### config.mk
export PLATFORM = sky130hd
export DESIGN_NAME = key_sched_ctrl
export DESIGN_NICKNAME = d
export VERILOG_FILES = /design/src/rtl/key_sched_ctrl.sv
export SDC_FILE = /design/constraint.sdc
export NUM_CORES = 1
export LEC_CHECK = 0
export ABC_AREA = 1
export CORE_MARGIN = 2
export CORE_UTILIZATION = 53
export CTS_CLUSTER_DIAMETER = 200
export DETAILED_ROUTE_END_ITERATION = 10
export PLACE_DENSITY = 0.89
export REMOVE_ABC_BUFFERS = 1
export SLEW_MARGIN = 20
export SYNTH_ARGS = -nofsm -noshare
export SYNTH_HDL_FRONTEND = slang
export SYNTH_SLANG_ARGS = --single-unit
### constraint.sdc
create_clock -name clk -period 2.4 [get_ports clk]
set_clock_uncertainty 0.1 [all_clocks]
set_input_delay 0.24 -clock clk [delete_from_list [all_inputs] [get_ports clk]]
set_output_delay 0.24 -clock clk [all_outputs]
set_load 0.05 [all_outputs]
### src/rtl/key_sched_ctrl.sv
// DES key-schedule sequencer: walks the C/D rotation table forward (encrypt)
// or backward with right rotations (decrypt), one pair per accepted handshake.
module key_sched_ctrl #(
  parameter int unsigned WIDTH      = 28,
  parameter logic [15:0] SHIFT_MASK = 16'b1000_0001_0000_0011
) (
  input  logic             clk,
  input  logic             rst,
  input  logic             start,
  input  logic             decrypt,
  input  logic             abort,
  input  logic [WIDTH-1:0] key_c,
  input  logic [WIDTH-1:0] key_d,
  input  logic             ready,
  output logic [WIDTH-1:0] c,
  output logic [WIDTH-1:0] d,
  output logic [4:0]       round,
  output logic             valid,
  output logic             busy,
  output logic             done
);

  typedef enum logic {
    IDLE,
    RUN
  } state_t;

  state_t           state_q, state_d;
  logic [WIDTH-1:0] c_q, c_d;
  logic [WIDTH-1:0] d_q, d_d;
  logic [4:0]       round_q, round_d;
  logic             valid_q, valid_d;
  logic             busy_q, busy_d;
  logic             done_q, done_d;
  logic             mode_q, mode_d;

  logic [3:0]       enc_idx;
  logic [3:0]       dec_idx;
  logic             enc_two;
  logic             dec_two;
  logic             first_two;
  logic             accept;

  function automatic logic [WIDTH-1:0] rotl(input logic [WIDTH-1:0] x,
                                            input logic two);
    return two ? {x[WIDTH-3:0], x[WIDTH-1:WIDTH-2]}
               : {x[WIDTH-2:0], x[WIDTH-1]};
  endfunction

  function automatic logic [WIDTH-1:0] rotr(input logic [WIDTH-1:0] x,
                                            input logic two);
    return two ? {x[1:0], x[WIDTH-1:2]}
               : {x[0], x[WIDTH-1:1]};
  endfunction

  // Advancing from round r to r+1: encrypt uses s(r+1) -> mask bit r;
  // decrypt uses s(17-r) -> mask bit 16-r (table walked 16,15,...,2).
  assign enc_idx   = round_q[3:0];
  assign dec_idx   = 4'(5'd16 - round_q);
  assign enc_two   = ~SHIFT_MASK[enc_idx];
  assign dec_two   = ~SHIFT_MASK[dec_idx];
  assign first_two = ~SHIFT_MASK[0];
  assign accept    = valid_q & ready;

  always_ff @(posedge clk or posedge rst) begin
    if (rst) begin
      state_q <= IDLE;
      c_q     <= '0;
      d_q     <= '0;
      round_q <= '0;
      valid_q <= 1'b0;
      busy_q  <= 1'b0;
      done_q  <= 1'b0;
      mode_q  <= 1'b0;
    end else begin
      state_q <= state_d;
      c_q     <= c_d;
      d_q     <= d_d;
      round_q <= round_d;
      valid_q <= valid_d;
      busy_q  <= busy_d;
      done_q  <= done_d;
      mode_q  <= mode_d;
    end
  end

  always_comb begin
    state_d = state_q;
    c_d     = c_q;
    d_d     = d_q;
    round_d = round_q;
    valid_d = valid_q;
    busy_d  = busy_q;
    done_d  = 1'b0;
    mode_d  = mode_q;

    unique case (state_q)
      IDLE: begin
        valid_d = 1'b0;
        busy_d  = 1'b0;
        if (start) begin
          mode_d  = decrypt;
          round_d = 5'd1;
          valid_d = 1'b1;
          busy_d  = 1'b1;
          state_d = RUN;
          // Decrypt starts at C16/D16, which equal C0/D0 after a full 28-bit turn.
          if (decrypt) begin
            c_d = key_c;
            d_d = key_d;
          end else begin
            c_d = rotl(key_c, first_two);
            d_d = rotl(key_d, first_two);
          end
        end
      end

      RUN: begin
        if (abort) begin
          state_d = IDLE;
          valid_d = 1'b0;
          busy_d  = 1'b0;
          round_d = '0;
        end else if (accept) begin
          if (round_q == 5'd16) begin
            state_d = IDLE;
            valid_d = 1'b0;
            busy_d  = 1'b0;
            round_d = '0;
            done_d  = 1'b1;
          end else begin
            round_d = round_q + 5'd1;
            if (mode_q) begin
              c_d = rotr(c_q, dec_two);
              d_d = rotr(d_q, dec_two);
            end else begin
              c_d = rotl(c_q, enc_two);
              d_d = rotl(d_q, enc_two);
            end
          end
        end
      end

      default: begin
        state_d = IDLE;
      end
    endcase
  end

  assign c     = c_q;
  assign d     = d_q;
  assign round = round_q;
  assign valid = valid_q;
  assign busy  = busy_q;
  assign done  = done_q;

endmodule

==> flow_summary.json <==
{
  "outcome": "completed",
  "insertion_delay_ps": 330,
  "stdcell_area_um2": 7950,
  "slowest_delay_ps": 460,
  "switchingPower_mw": 7.18,
  "min_period_ps": 2190,
  "slowest_stage": "dfrtp_2",
  "cts_tree": "built",
  "power_frac_comb": 0.726,
  "netlist_top_cells_area": "dfrtp_1 26%, nand2_1 22%, nand3_1 18%",
  "crit_type": "reg2reg",
  "placement.io_buffers": 125,
  "yosys.cell_types.count": 28,
  "core_region_area_um2": 11900,
  "htree_levels": 3,
  "clock_power_share": 0.100,
  "cp_max_fo": 15,
  "ys_ff_latch": 65,
  "endpoint_kind": "flop",
  "vias_per_cell": 5.75,
  "syn_to_final_growth_pct": 24.9,
  "gp_congestion": 0.859,
  "yosysTopAreaCellShare": 0.256,
  "synth-edff-count": 0,
  "finalCritPeriodShare": 0.914,
  "die_x_um": 114,
  "grt_max_degree": 62,
  "arrival_ps": 2310,
  "fmax_ghz": 0.456,
  "via_count": 7823,
  "path_clk_slew_ps": 60,
  "fill_cells": 1066,
  "avgSynthCellArea_um2": 5.58,
  "vdd_drop_max_v": 0.00118,
  "cts_resized": 0,
  "tns_ps": 0,
  "grt_usage": 0.301,
  "num_rows": 40,
  "synth_ff_type": "dfrtp_1",
  "setup_viol_count_final": 0,
  "drc": 0,
  "cts_root_buf": "clkbuf_16",
  "layout.nets": 1279,
  "cts_buffers": 9,
  "yosysMostFrequentCell": "nand2_1",
  "grt_pass1_vias": 7099,
  "cts.sinks": 65,
  "place_hpwl_um": 12300,
  "dr.pass1.iters": 5,
  "start_util": 0.537,
  "crit_chain": "inv_2 > ha_1 > inv_1 > nand2_1 > nand2_1 > nand2_1 > inv_1 > nand2_2 > buf_4 > nand3_1 > nand3_1 > nand2_1 > nand2_1 > nand2_1",
  "pwr_density_cell_nw_per_um2": 1600,
  "post_cts_buffers": 0,
  "critPathTopFamily": "simple AND/OR/NAND/NOR gates",
  "cts_hold_buf": 0,
  "dieArea_um2": 12900,
  "sequentialPowerShare": 0.174,
  "yosys-top-cells-count": "368 x nand2_1, 230 x nand3_1, 170 x nor2_1",
  "hold_class": "in2async",
  "startpoint_type": "flop",
  "maxCapViolations": 0,
  "dr.first_iter.drc_count": 858,
  "crit_top_cell": "nand2_1",
  "grt_pass1_wl_um": 32800,
  "yosysWarnings": 0,
  "holdWs_ps": 149,
  "finalHoldViolCount": 0,
  "rsz0062_at_grt": "no",
  "grt-ovfl-total": 0,
  "async_flop_share": 1.00,
  "multi_input_area_um2": 3990,
  "register_area_um2": 1630,
  "drt_wl_total_um": 19900,
  "internal-power_mw": 5.56,
  "placed_area_um2": 7650,
  "antenna_cells": 0,
  "die_h_um": 114,
  "antenna_found_initial": 0,
  "post-synth-top-area-cell": "dfrtp_1",
  "ant_nets": 0,
  "wl_per_cell_um": 14.6,
  "crit_required_ps": 2520,
  "io_pins": 126,
  "drv_slew": 0,
  "sw_frac_of_total": 0.564,
  "clock_path_buffers": 2,
  "drive_above_1_share": 0.0461,
  "synthCells": 1141,
  "syn_area_um2": 6360,
  "worstMarginPinSlew_ps": 661,
  "cp_num_buf_inv": 4,
  "yosysSeqAreaShare": 0.256,
  "power.leakage_nw": 4.24,
  "slew_headroom": 0.559
}
-- per-stage QoR --
stage / util / instances / total power [mW] / setup slack [ps]
6_report: 0.670 / 1361 / 12.7 / 207
5_1_grt: 0.670 / 1361 / 13.7 / 12.6
4_1_cts: 0.668 / 1360 / 12.6 / 101
3_5_place_dp: 0.645 / 1346 / 11.3 / 132
3_3_place_gp: 0.645 / 1346 / 11.1 / 254
2_1_floorplan: - / 1052 / 8.53 / -1430
-- layout by cell type (no fill, tap or decap), types with 2 or more instances in the layout --
cell type,instances
dfrtp_2,3
buf_12,11
clkbuf_1,2
nor2_1,170
nand3_1,229
ha_1,6
nand2_2,3
buf_4,11
inv_2,6
nand4_1,2
dfrtp_1,62
inv_1,71
nand2_1,367
clkdlybuf4s50_1,124
o21ai_0,3
clkbuf_8,3
xor2_1,2
clkbuf_16,10
a21oi_1,114
-- logic make-up (layout without fill, tap and decap cells) --
| kind of cell | after synthesis | after routing | share of synthesized area |
|---|---|---|---|
| xor+xnor | 2 | 2 | 0.00275 |
| flops | 65 | 65 | 0.256 |
| simple gates | 779 | 779 | 0.512 |
| buf+inv | 168 | 241 | 0.121 |
| compound gates | 121 | 121 | 0.0969 |
| fa+ha+maj | 6 | 6 | 0.0118 |
-- metal layers --
| metal | up-vias | routed length, um | track usage | part of all wire |
|---|---|---|---|---|
| li1 | 3787 | - | - | - |
| met1 | 3590 | 8250 | 0.391 | 0.41 |
| met2 | 402 | 9550 | 0.515 | 0.48 |
| met3 | 44 | 1720 | 0.0441 | 0.086 |
| met4 | 0 | 388 | 0.105 | 0.019 |
| met5 | - | 0 | 0 | 0 |
-- power groups by stage --
stage          Clock, mW  Sequential (mW)  Combinational (mW)
2_1_floorplan          0             3.83                4.69
3_3_place_gp           0             2.19                8.90
3_5_place_dp           0             2.20                9.07
4_1_cts             1.28             2.19                9.12
5_1_grt             1.32             2.28                10.1
6_report            1.28             2.21                9.25
-- area by class of cell --
type,count,area share
clock buffers,14,0.0345
inverters,79,0.0376
multi-input cells,908,0.502
flip-flops and latches,65,0.205
well taps,147,0.0231
repair buffers,148,0.198
-- sequential cells by signal, summed over array words and instances, names as in the netlist --
signal,cells
c,28
d,28
round,5
busy,1
done,1
mode_q,1
state_q,1
-- final timing paths --
kind | slack (ps) | startpoint | to | depth (start not counted)
max reg2reg | 210 | round[0] | d[12] | 14
max | 210 | round[0] | d[12] | 14
min reg2reg | 430 | busy | busy | 2
max in group asynchronous | 1440 | rst | d[10] | 3
min | 150 | rst | c[5] | 2
min in group clk | 400 | ready | done | 3
Note: power is estimated with default switching activity, not from simulation.
